`config.mk`:
```
export PLATFORM = sky130hd
export DESIGN_NAME = pll_reset_sequencer
export DESIGN_NICKNAME = d
export VERILOG_FILES = /design/src/rtl/pll_reset_sequencer.sv
export SDC_FILE = /design/constraint.sdc
export NUM_CORES = 1
export LEC_CHECK = 0
export ABC_AREA = 0
export BUFFER_PORTS_ARGS = -buffer_cell sky130_fd_sc_hd__buf_4
export CAP_MARGIN = 20
export CORE_MARGIN = 2
export CORE_UTILIZATION = 50
export DETAILED_ROUTE_END_ITERATION = 12
export PLACE_DENSITY = 0.7
export SLEW_MARGIN = 20
export SYNTH_ARGS = -nofsm -noshare
export SYNTH_HDL_FRONTEND = slang
export SYNTH_SLANG_ARGS = --single-unit
export TNS_END_PERCENT = 30
```
`constraint.sdc`:
```
create_clock -name clk -period 3 [get_ports clk]
set_input_delay 0.3 -clock clk [delete_from_list [all_inputs] [get_ports clk]]
set_output_delay 0.3 -clock clk [all_outputs]
set_load 0.01 [all_outputs]
```
`src/rtl/pll_reset_sequencer.sv`:
```
// pll_reset_sequencer: turns a raw PLL lock flag into a clean design-wide reset in the PLL clock domain
module pll_reset_sequencer #(
   parameter int SYNC_STAGES   = 2,
   parameter int STABLE_CYCLES = 16,
   parameter int HOLD_CYCLES   = 8,
   parameter int CNT_W         = 8
) (
   input  logic             clk,
   input  logic             reset,
   input  logic             pll_locked,
   output logic             sys_reset,
   output logic             ready,
   output logic             lock_lost_pulse,
   output logic [CNT_W-1:0] lock_loss_count
);
   localparam int MAXC = (STABLE_CYCLES > HOLD_CYCLES) ? STABLE_CYCLES : HOLD_CYCLES;
   localparam int TW = $clog2(MAXC + 1);
   localparam logic [TW-1:0] T_ONE = TW'(1);
   localparam logic [TW-1:0] S_LAST = TW'(STABLE_CYCLES - 1);
   localparam logic [TW-1:0] H_LAST = TW'(HOLD_CYCLES);
   localparam logic [CNT_W-1:0] C_ONE = CNT_W'(1);

   typedef enum logic [1:0] {WAIT_LOCK, STABILIZE, HOLD, RUN} state_t;

   state_t state_q, state_d;
   logic [SYNC_STAGES-1:0] sync_q;
   logic [TW-1:0] timer_q, timer_d;
   logic sys_reset_q, sys_reset_d;
   logic ready_q, ready_d;
   logic pulse_q, pulse_d;
   logic [CNT_W-1:0] count_q, count_d;
   logic locked_s;

   assign locked_s = sync_q[SYNC_STAGES-1];

   // Synchronizer for the asynchronous lock flag
   always_ff @(posedge clk)
      if (reset) sync_q <= '0;
      else sync_q <= {sync_q[SYNC_STAGES-2:0], pll_locked};

   // Next state: the current locked_s sample counts toward the stable window, so STABILIZE exits one timer step early
   always_comb begin
      state_d = state_q;
      timer_d = timer_q;
      pulse_d = 1'b0;
      count_d = count_q;
      case (state_q)
         WAIT_LOCK:
            if (locked_s) begin
               state_d = (STABLE_CYCLES == 1) ? HOLD : STABILIZE;
               timer_d = T_ONE;
            end
         STABILIZE:
            if (!locked_s) begin
               state_d = WAIT_LOCK;
               timer_d = '0;
            end else if (timer_q == S_LAST) begin
               state_d = HOLD;
               timer_d = T_ONE;
            end else timer_d = timer_q + T_ONE;
         HOLD:
            if (!locked_s) begin
               state_d = WAIT_LOCK;
               timer_d = '0;
            end else if (timer_q == H_LAST) begin
               state_d = RUN;
               timer_d = '0;
            end else timer_d = timer_q + T_ONE;
         RUN:
            if (!locked_s) begin
               state_d = WAIT_LOCK;
               timer_d = '0;
               pulse_d = 1'b1;
               count_d = (&count_q) ? count_q : count_q + C_ONE;
            end
      endcase
      sys_reset_d = state_d != RUN;
      ready_d = state_d == RUN;
   end

   // FSM and registered outputs
   always_ff @(posedge clk)
      if (reset) begin
         state_q <= WAIT_LOCK;
         timer_q <= '0;
         sys_reset_q <= 1'b1;
         ready_q <= 1'b0;
         pulse_q <= 1'b0;
         count_q <= '0;
      end else begin
         state_q <= state_d;
         timer_q <= timer_d;
         sys_reset_q <= sys_reset_d;
         ready_q <= ready_d;
         pulse_q <= pulse_d;
         count_q <= count_d;
      end

   assign sys_reset = sys_reset_q;
   assign ready = ready_q;
   assign lock_lost_pulse = pulse_q;
   assign lock_loss_count = count_q;
endmodule

```
# Yosys cells after proc, flatten, opt, wreduce, memory -nomap -nowiden
# Cells that the tools add are included.
[classes] addsub=2 n_mul=0 div_mod_pow=0 order_cmp=0 eq_ne=9 shift=0 n_mux=15 bitwise_logic=3 n_reduce_logical=5
[op_table] op="$mux W5" n=6
[op_table] op="$pmux W5 S4" n=1
[op_table] op="$mux W2" n=6
[op_table] op="$eq A5 B4 Y1 const B" n=2
[op_table] op="$add A8 B1 Y8 const B" n=1
[op_table] op="$pmux W2 S4" n=1
[op_table] op="$reduce_and A8 Y1" n=1
[op_table] op="$eq A2 B2 Y1 const B" n=3
[op_table] op="$ne A2 B2 Y1 const B" n=3
[op_table] op="$add A5 B1 Y5 const B" n=1
[op_table] op="$not A1 Y1" n=3
[op_table] op="$reduce_and A3 Y1" n=1
[op_table] op="$eq A2 B1 Y1 const B" n=1
[op_table] op="$logic_not A2 Y1" n=1
[op_table] op="$reduce_and A2 Y1" n=1
[op_table] op="$reduce_or A2 Y1" n=1
[op_table] op="$mux W1" n=1
[totals] ff_bits=20 latchBits=0 ram_bits=0 rom_bits=0 input_bits=3 out_inout_bits=11 wordCells=41 mem_count=0

# Depth between registers and ports, before layout
# Gate-level depths: netlist of the first run.
[depth] word_depth=5 mapped_depth=8 ltp_nobuf=8

# Worst setup path before layout of the first run
# OpenSTA, ideal clock, no wires.
[synth_path] path_type="flip-flop to flip-flop" start="reg timer_q[0]" end="reg timer_q[3]" setup_time_ps=59 arrival_ps=1694 required_ps=2941 setup_slack_ps=1247 stages_incl_launch_ff=9 n_path_buf=0 period_less_slack_ps=1753 path_cell_list="dfxtp_1 > ha_1 > nand3_1 > inv_1 > ha_1 > or3b_1 > o22ai_2 > o2bb2ai_1 > a22o_1"
[synth_via] elab_chain_len=4 elab_cells_between_ends=8 classes_between="1 x add/sub; 2 x eq/ne; 5 x mux"
[synth_rtl] item="from (decl)" line="27" rtl="logic [TW-1:0] timer_q, timer_d;"
[synth_rtl] item="from (signal assigned)" line="92" rtl="timer_q <= timer_d;"
[synth_rtl] item="$add A5 B1 Y5, or another cell as far along" line="60, 68"
[synth_rtl] item="$mux W5, on equally long branches" line="65, 57"
[synth_rtl] item="$mux W5, on equally long branches" line="62, 54"
[synth_rtl] item="$pmux W5 S4 (*)" line="47" rtl="case (state_q)"
# Every way passes the cells marked *; elsewhere a longest branch is shown, timed or not.
# A chain may end at the register's enable or synchronous reset.

# Worst setup path in the final report of the first run
# Same ends and word-level chain as after synthesis.

==> results of run 1 <==
-- cell type report --
class / count / area share [%]
Timing Repair Buffer: 13 / 8.64
Sequential cell: 20 / 35.4
Multi-Input combinational cell: 78 / 46.2
Tap cell: 25 / 2.77
Clock buffer: 3 / 1.99
Inverter: 7 / 2.33
Clock inverter: 1 / 2.66
-- power breakdown --
| part | total (mW) | leakage [nW] | internal [mW] | switching, mW |
|---|---|---|---|---|
| clock | 0.222 | 0.0279 | 0.135 | 0.0871 |
| combinational | 0.0140 | 0.246 | 0.00574 | 0.00825 |
| sequential | 0.271 | 0.162 | 0.268 | 0.00294 |
-- sequential cells by signal, summed over array words and instances, names as in the netlist --
register and cells:
lock_loss_count 8, lock_lost_pulse 1, timer_q 5, sys_reset 1, sync_q 2, ready 1
state_q 2
-- per-layer routing --
metal,share of wire [%],up-vias,wire length [µm]
met5,0,-,0
met4,2.8,0,54
met3,3.0,4,56
met2,44,12,840
met1,50,403,947
li1,-,421,-
-- worst paths after layout --
check | start | end | cells past startpoint
max | timer_q[0]$_SDFFE_PP0P_ | timer_q[3]$_SDFFE_PP0P_ | 8
min | pll_locked | sync_q[0]$_SDFF_PP0_ | 2
max reg2reg | timer_q[0]$_SDFFE_PP0P_ | timer_q[3]$_SDFFE_PP0P_ | 8
min reg2reg | sync_q[0]$_SDFF_PP0_ | sync_q[1]$_SDFF_PP0_ | 1
-- worst reg2reg max path, delay by kind of cell (launching register included) --
family | cells | cell delay [ns]
AO/OA/AOI/OAI | 3 | 0.53
AND/OR/NAND/NOR | 2 | 0.52
adder cells (fa/ha/maj) | 2 | 0.42
flip-flops | 1 | 0.37
buffers and inverters | 1 | 0.05
-- cells in the final DEF (no fill, tap or decap), types with 2 or more instances in the layout --
cell type,netlist,final
buf_4,0,13
o31ai_1,2,2
dfxtp_1,20,20
o21ai_0,5,5
xor2_1,2,2
ha_1,5,5
or4_1,3,3
a22o_1,2,2
nand3_1,4,4
and3_1,2,2
clkbuf_4,0,3
nand4_1,2,2
inv_1,7,7
a21oi_1,10,10
nand2_1,5,5
nor2_1,12,12
nor3_1,3,3
nand2b_1,2,2
nor2b_1,2,2
o2bb2ai_1,2,2
or3_1,2,2
-- cell families (layout without fill, tap and decap cells) --
family	after synthesis	after routing	share of synthesized area, %
simple gates	44	44	26.0
compound gates	26	26	18.4
flops	20	20	41.2
buf+inv	11	24	5.15
fa+ha+maj	5	5	6.44
xor+xnor	2	2	1.80
mux	1	1	1.03
==> results by group, run 1 <==
Clock network
  • Reg clk slew, reported paths: 0.12 ns
  • Later-pin clock latency in the skew report: 0.31 ns
  • Post-CTS Resized: 0
  • CTS tree: yes
  • # hold bufs at CTS: 0
  • Clock Path Buffers: 2
  • Postcts setup bufs: 0
  • CTS HTree Levels: 1
  • Clock Sinks: 20
  • Total CTS buffers: 3
  • Clk Tree Root Cell: clkbuf_4

Synth
  • Number of synthesized flops with an enable pin: 0
  • Dominant cell type by area after synthesis: dfxtp_1
  • Synthesized Nets: 117
  • Synth top area cells: dfxtp_1 (41%), ha_1 (6.4%), a21oi_1 (5.1%), nor2_1 (4.6%), inv_1 (2.7%)
  • Post-synth top flop: dfxtp_1
  • Mapped Cells: 109
  • Unique cell type count in the Yosys netlist: 35
  • Top cell type's share of synthesized area: 41.2%
  • Ys Warns: 0
  • Synth top cells by count: dfxtp_1 (20), nor2_1 (12), a21oi_1 (10)
  • FF+latch count, synth: 20
  • Sequential fraction of the synthesis area: 41.2%
  • Post-synth ARST share: 0%
  • Syn avg cell area: 8.92 µm²
  • Post-Syn Area: 972 µm²
  • Count leader, synth: dfxtp_1

Critical path
  • Worst Setup Start Kind: register
  • CP dominant cell by count: ha_1
  • Setup Crit Path Kind: reg2reg
  • Cells along the critical path: ha_1, nand3_1, inv_1, ha_1, or3b_1, o22ai_2, o2bb2ai_1, a22o_1
  • Critical Path Max Stage Delay: 0.41 ns
  • Critical Path AT: 2.20 ns
  • Buf/Inv on CP: 1
  • Critical path required time: 3.26 ns
  • Slowest CP cell: or3b_1
  • Crit. End Element: register
  • Reg-to-reg slack, setup: 1.07 ns
  • Critical-path maximum fanout: 4
  • CP delay by family, top: compound AO/OA/AOI/OAI gates

Pwr
  • Leakage: 0.435 nW
  • Total power draw: 507 µW
  • Pwr/cell area: 449 nW/µm²
  • Worst vdd ir: 0.000275 V

Floorplanning
  • Initial Utilization: 54.5%
  • Die W: 48.1 µm
  • Core area: 1780 µm²
  • Row cnt: 15
  • Chip height: 48.1 µm
  • Die Footprint: 2310 µm²
  • Boundary Pins: 14

Final layout
  • Synth-to-Final Area Change: 16.2%
  • Finished Cell Area: 1130 µm²
  • Register area: 400 µm²
  • Nets: 131
  • Ant diodes: 0
  • Layout cells sized above 1: 18.0%
  • Fill cell count: 154
  • Footprint of the multi-input gates: 522 µm²
  • Final Core Density: 63.4%
  • Layout Cells excl Fill: 147

Timing
  • Min Tclk post-route: 1.93 ns
  • Fmax achieved: 518 MHz
  • Worst slew pin tran: 0.360 ns
  • Final worst slack: 1.07 ns
  • Final setup vio count: 0
  • RSZ-0062 raised after global routing: false
  • Final worst path period share: 64.4%
  • Setup tns final: 0 ns
  • Clk_skew: 0.00665 ns
  • Relative slew margins: 76.0%
  • WHS: 0.200 ns
  • Final Hold Vio Count: 0
  • Slew Limit Fails: 0

Global route
  • GRT Total Usage: 20.2%
  • Grt total ovfl: 0
  • First-pass GRT wire length: 3.11 mm
  • Met1 Usage GRT: 28.2%
  • Met2 track demand over resource: 28.0%
  • Vias in the first global route: 681
  • GR peak layer: met1
  • Largest net degree at the start of global routing: 19
  • Global Route met3 Usage: 4.44%
  • Antenna violations before repair: 0

Route
  • Routed vias/inst: 5.71
  • Final WL: 1.90 mm
  • DRT iter0 DRCs: 19
  • Final ANT Viol Nets: 0
  • 1st-pass router iterations: 4
  • # DRC: 0
  • Via count: 840
  • WL per Instance: 12.9 µm

Place
  • DP Area: 1080 µm²
  • Placed instance count: 143
  • Pre-CTS setup slack: 1.11 ns
  • Number of port buffers: 13
  • DPL Wire Length: 1.32 mm
  • Final GP Congestion: 0.805

Min path
  • Hold Path Class: in2reg

Job
  • Max cap viols: 0

Outcome
  • Status: complete, no violations
Power figures use the tool's default switching activity.
==> run 2, diff against run 1 <==
- ABC_AREA: 0 -> 1
- PLACE_DENSITY: 0.7 -> 0.72
- clock period: 3 -> 1.6 ns (I/O delays scaled with it)
==> run 2 against run 1 <==
  * Clock-buffer cell count rose by 1
  * Combinational power grew 130%
  * Critical path depth is the same
  * Die area rose by 9.9%
  * Critical path type unchanged
  * Power increased by 67%
  * Synthesized cell count rose by 50%
==> results by group, run 2 <==
Route
  • Final WL: 2.20 mm (+16%)
  • DRT iter0 DRCs: 27 (+8)
  • WL per Instance: 10.6 µm (-18%)
  • 1st-pass router iterations: 4 (unchanged)
  • Routed vias/inst: 4.94 (-14%)
  • # DRC: 0 (unchanged)
  • Via count: 1023 (+22%)
  • Final ANT Viol Nets: 0 (unchanged)

Synth
  • Number of synthesized flops with an enable pin: 0 (unchanged)
  • Post-Syn Area: 1080 µm² (+11%)
  • Mapped Cells: 164 (+50%)
  • Top cell type's share of synthesized area: 37.2% (-4.0 points)
  • Unique cell type count in the Yosys netlist: 19 (-46%)
  • Count leader, synth: nand2_1
  • Synth top cells by count: nand2_1 (43), inv_1 (29), nor2_1 (22)
  • Synthesized Nets: 172 (+47%)
  • Synth top area cells: dfxtp_1 (37%), nand2_1 (15%), inv_1 (10%), nor2_1 (7.7%), nand3_1 (6.0%)
  • Dominant cell type by area after synthesis: dfxtp_1
  • Ys Warns: 0 (unchanged)
  • Syn avg cell area: 6.57 µm² (-26%)
  • Post-synth ARST share: 0% (unchanged)
  • Post-synth top flop: dfxtp_1
  • FF+latch count, synth: 20 (unchanged)
  • Sequential fraction of the synthesis area: 37.2% (-4.0 points)

Clock network
  • Later-pin clock latency in the skew report: 0.31 ns (about the same)
  • Clock Sinks: 20 (unchanged)
  • CTS HTree Levels: 1 (unchanged)
  • CTS tree: yes
  • Total CTS buffers: 3 (unchanged)
  • Clk Tree Root Cell: clkbuf_4
  • Reg clk slew, reported paths: 0.12 ns (about the same)
  • # hold bufs at CTS: 0 (unchanged)
  • Clock Path Buffers: 2 (unchanged)

Pwr
  • Pwr/cell area: 678 nW/µm² (+51%)
  • Worst vdd ir: 0.000567 V (+110%)
  • Leakage: 0.569 nW (+31%)

Critical path
  • Worst Setup Start Kind: register
  • Critical Path AT: 1.72 ns (-0.48 ns)
  • Critical path required time: 1.85 ns (-1.41 ns)
  • Critical-path maximum fanout: 4 (unchanged)
  • Crit. End Element: register
  • Setup Crit Path Kind: reg2reg

Place
  • Number of port buffers: 13 (unchanged)
  • Pre-CTS setup slack: 0.0579 ns (-1.05 ns)
  • Final GP Congestion: 0.855 (+6.2%)
  • DP Area: 1190 µm² (+11%)
  • DPL Wire Length: 1.59 mm (+21%)

Outcome
  • Status: complete, no violations

Final layout
  • Most frequent cells in the layout: nand2_1 (43), inv_1 (29), nor2_1 (22)
  • Finished Cell Area: 1240 µm² (+10%)
  • Synth-to-Final Area Change: 15.6%
  • Nets: 189 (+44%)
  • Footprint of the multi-input gates: 551 µm² (+5.5%)
  • Register area: 403 µm² (+0.62%)
  • Commonest non-fill, non-tap cell in the layout: nand2_1
  • Max reg flops: 8 (unchanged)
  • Layout cells sized above 1: 16.7% (-1.4 points)
  • Ant diodes: 0 (unchanged)
  • Fill cell count: 189 (+23%)

Global route
  • Met1 Usage GRT: 27.3% (-0.92 points)
  • Largest net degree at the start of global routing: 13 (-6)
  • Global Route met3 Usage: 3.57% (-0.87 points)
  • Vias in the first global route: 902 (+32%)
  • Met2 track demand over resource: 29.8% (+1.8 points)
  • Antenna violations before repair: 0 (unchanged)
  • GRT Total Usage: 19.5% (-0.67 points)
  • First-pass GRT wire length: 3.82 mm (+23%)
  • Grt total ovfl: 0 (unchanged)
  • GR peak layer: met2

Timing
  • Worst slew pin tran: 0.291 ns (-0.0690 ns)
  • Clk_skew: 0.00239 ns (-0.00427 ns)
  • Slew Limit Fails: 0 (unchanged)
  • Final worst path period share: 91.8% (+27 points)
  • Final worst slack: 0.131 ns (-0.938 ns)
  • Setup tns final: 0 ns (unchanged)
  • RSZ-0062 raised after global routing: false
  • Final Hold Vio Count: 0 (unchanged)
  • Min Tclk post-route: 1.47 ns (-0.462 ns)
  • Fmax achieved: 681 MHz (+31%)
  • Final setup vio count: 0 (unchanged)
  • Relative slew margins: 80.6% (+4.6 points)

Min path
  • Hold Path Class: in2reg

Floorplanning
  • Chip height: 50.4 µm (+4.8%)
  • Row cnt: 16 (+1)
  • Die Footprint: 2540 µm² (+9.9%)
  • Initial Utilization: 53.8% (-0.71 points)
  • Die W: 50.4 µm (+4.8%)
  • Boundary Pins: 14 (unchanged)
  • Core area: 2000 µm² (+12%)

Job
  • Max cap viols: 0 (unchanged)
run 2: changes by cell type in the layout (fill, tap and decap cells not counted), moves of 3 or more:
cell,previous run,this run
inv_1,7,29
nand3_1,4,13
o21ai_0,5,0
nor2_1,12,22
nand2_2,0,3
nand4_1,2,5
or4_1,3,0
nand2_1,5,43
run 2: routing by layer:
metal,wire [µm],vias up
met5,0,-
met4,28,0
met3,112,4
met2,987,31
met1,1070,444
li1,-,544
run 2: cell families (layout without fill, tap and decap cells):
logic type | Yosys count | after routing | synth area share, %
buffers and inverters | 32 | 48 | 12.2
AO/OA/AOI/OAI | 12 | 12 | 5.57
adder cells (fa/ha/maj) | 5 | 5 | 5.81
flip-flops | 20 | 20 | 37.2
AND/OR/NAND/NOR | 94 | 94 | 38.4
XOR/XNOR | 1 | 1 | 0.813
run 2: per-stage QoR:
stage	hold WS [ns]	std cells	power, mW	util (%)
floorplan	0.267	164	0.539	-
global placement	0.363	202	0.549	59.6
detailed placement	0.383	202	0.549	59.6
CTS	0.0650	206	0.845	61.4
global route	0.0543	207	0.881	62.2
finish	0.0551	207	0.844	62.2
run 2: worst paths after layout:
path	end	slack, ns	cells past startpoint	from
max	timer_q[0]$_SDFFE_PP0P_	0.13	8	timer_q[0]$_SDFFE_PP0P_
min	sync_q[0]$_SDFF_PP0_	0.06	3	pll_locked
max reg2reg	timer_q[0]$_SDFFE_PP0P_	0.13	8	timer_q[0]$_SDFFE_PP0P_
min reg2reg	sync_q[1]$_SDFF_PP0_	0.42	2	sync_q[0]$_SDFF_PP0_
run 2: layout make-up:
class / instances / share of cell area (%)
multi-input combinational: 112 / 44.2
sequential: 20 / 32.4
timing repair buffer: 15 / 9.05
inverter: 29 / 8.74
clock buffer: 4 / 2.91
tap: 27 / 2.71
run 2: critical path, cell delays in order (launching register included):
cell     delay, ns
dfxtp_2       0.37
ha_2          0.19
nand3_1       0.11
inv_1         0.08
ha_2          0.20
nand3_1       0.12
a21oi_1       0.17
nand2_1       0.07
a21oi_1       0.11
run 2: power by group:
part	leakage (nW)	switching (mW)	internal, mW
clock network	0.0210	0.165	0.139
logic	0.386	0.0210	0.0116
registers	0.163	0.00546	0.502
total	0.569	0.191	0.653
run 2: what timing repair did:
item,CTS,global route
setup buffers,0,1
gates resized for setup,0,5
setup endpoints to repair,0,4
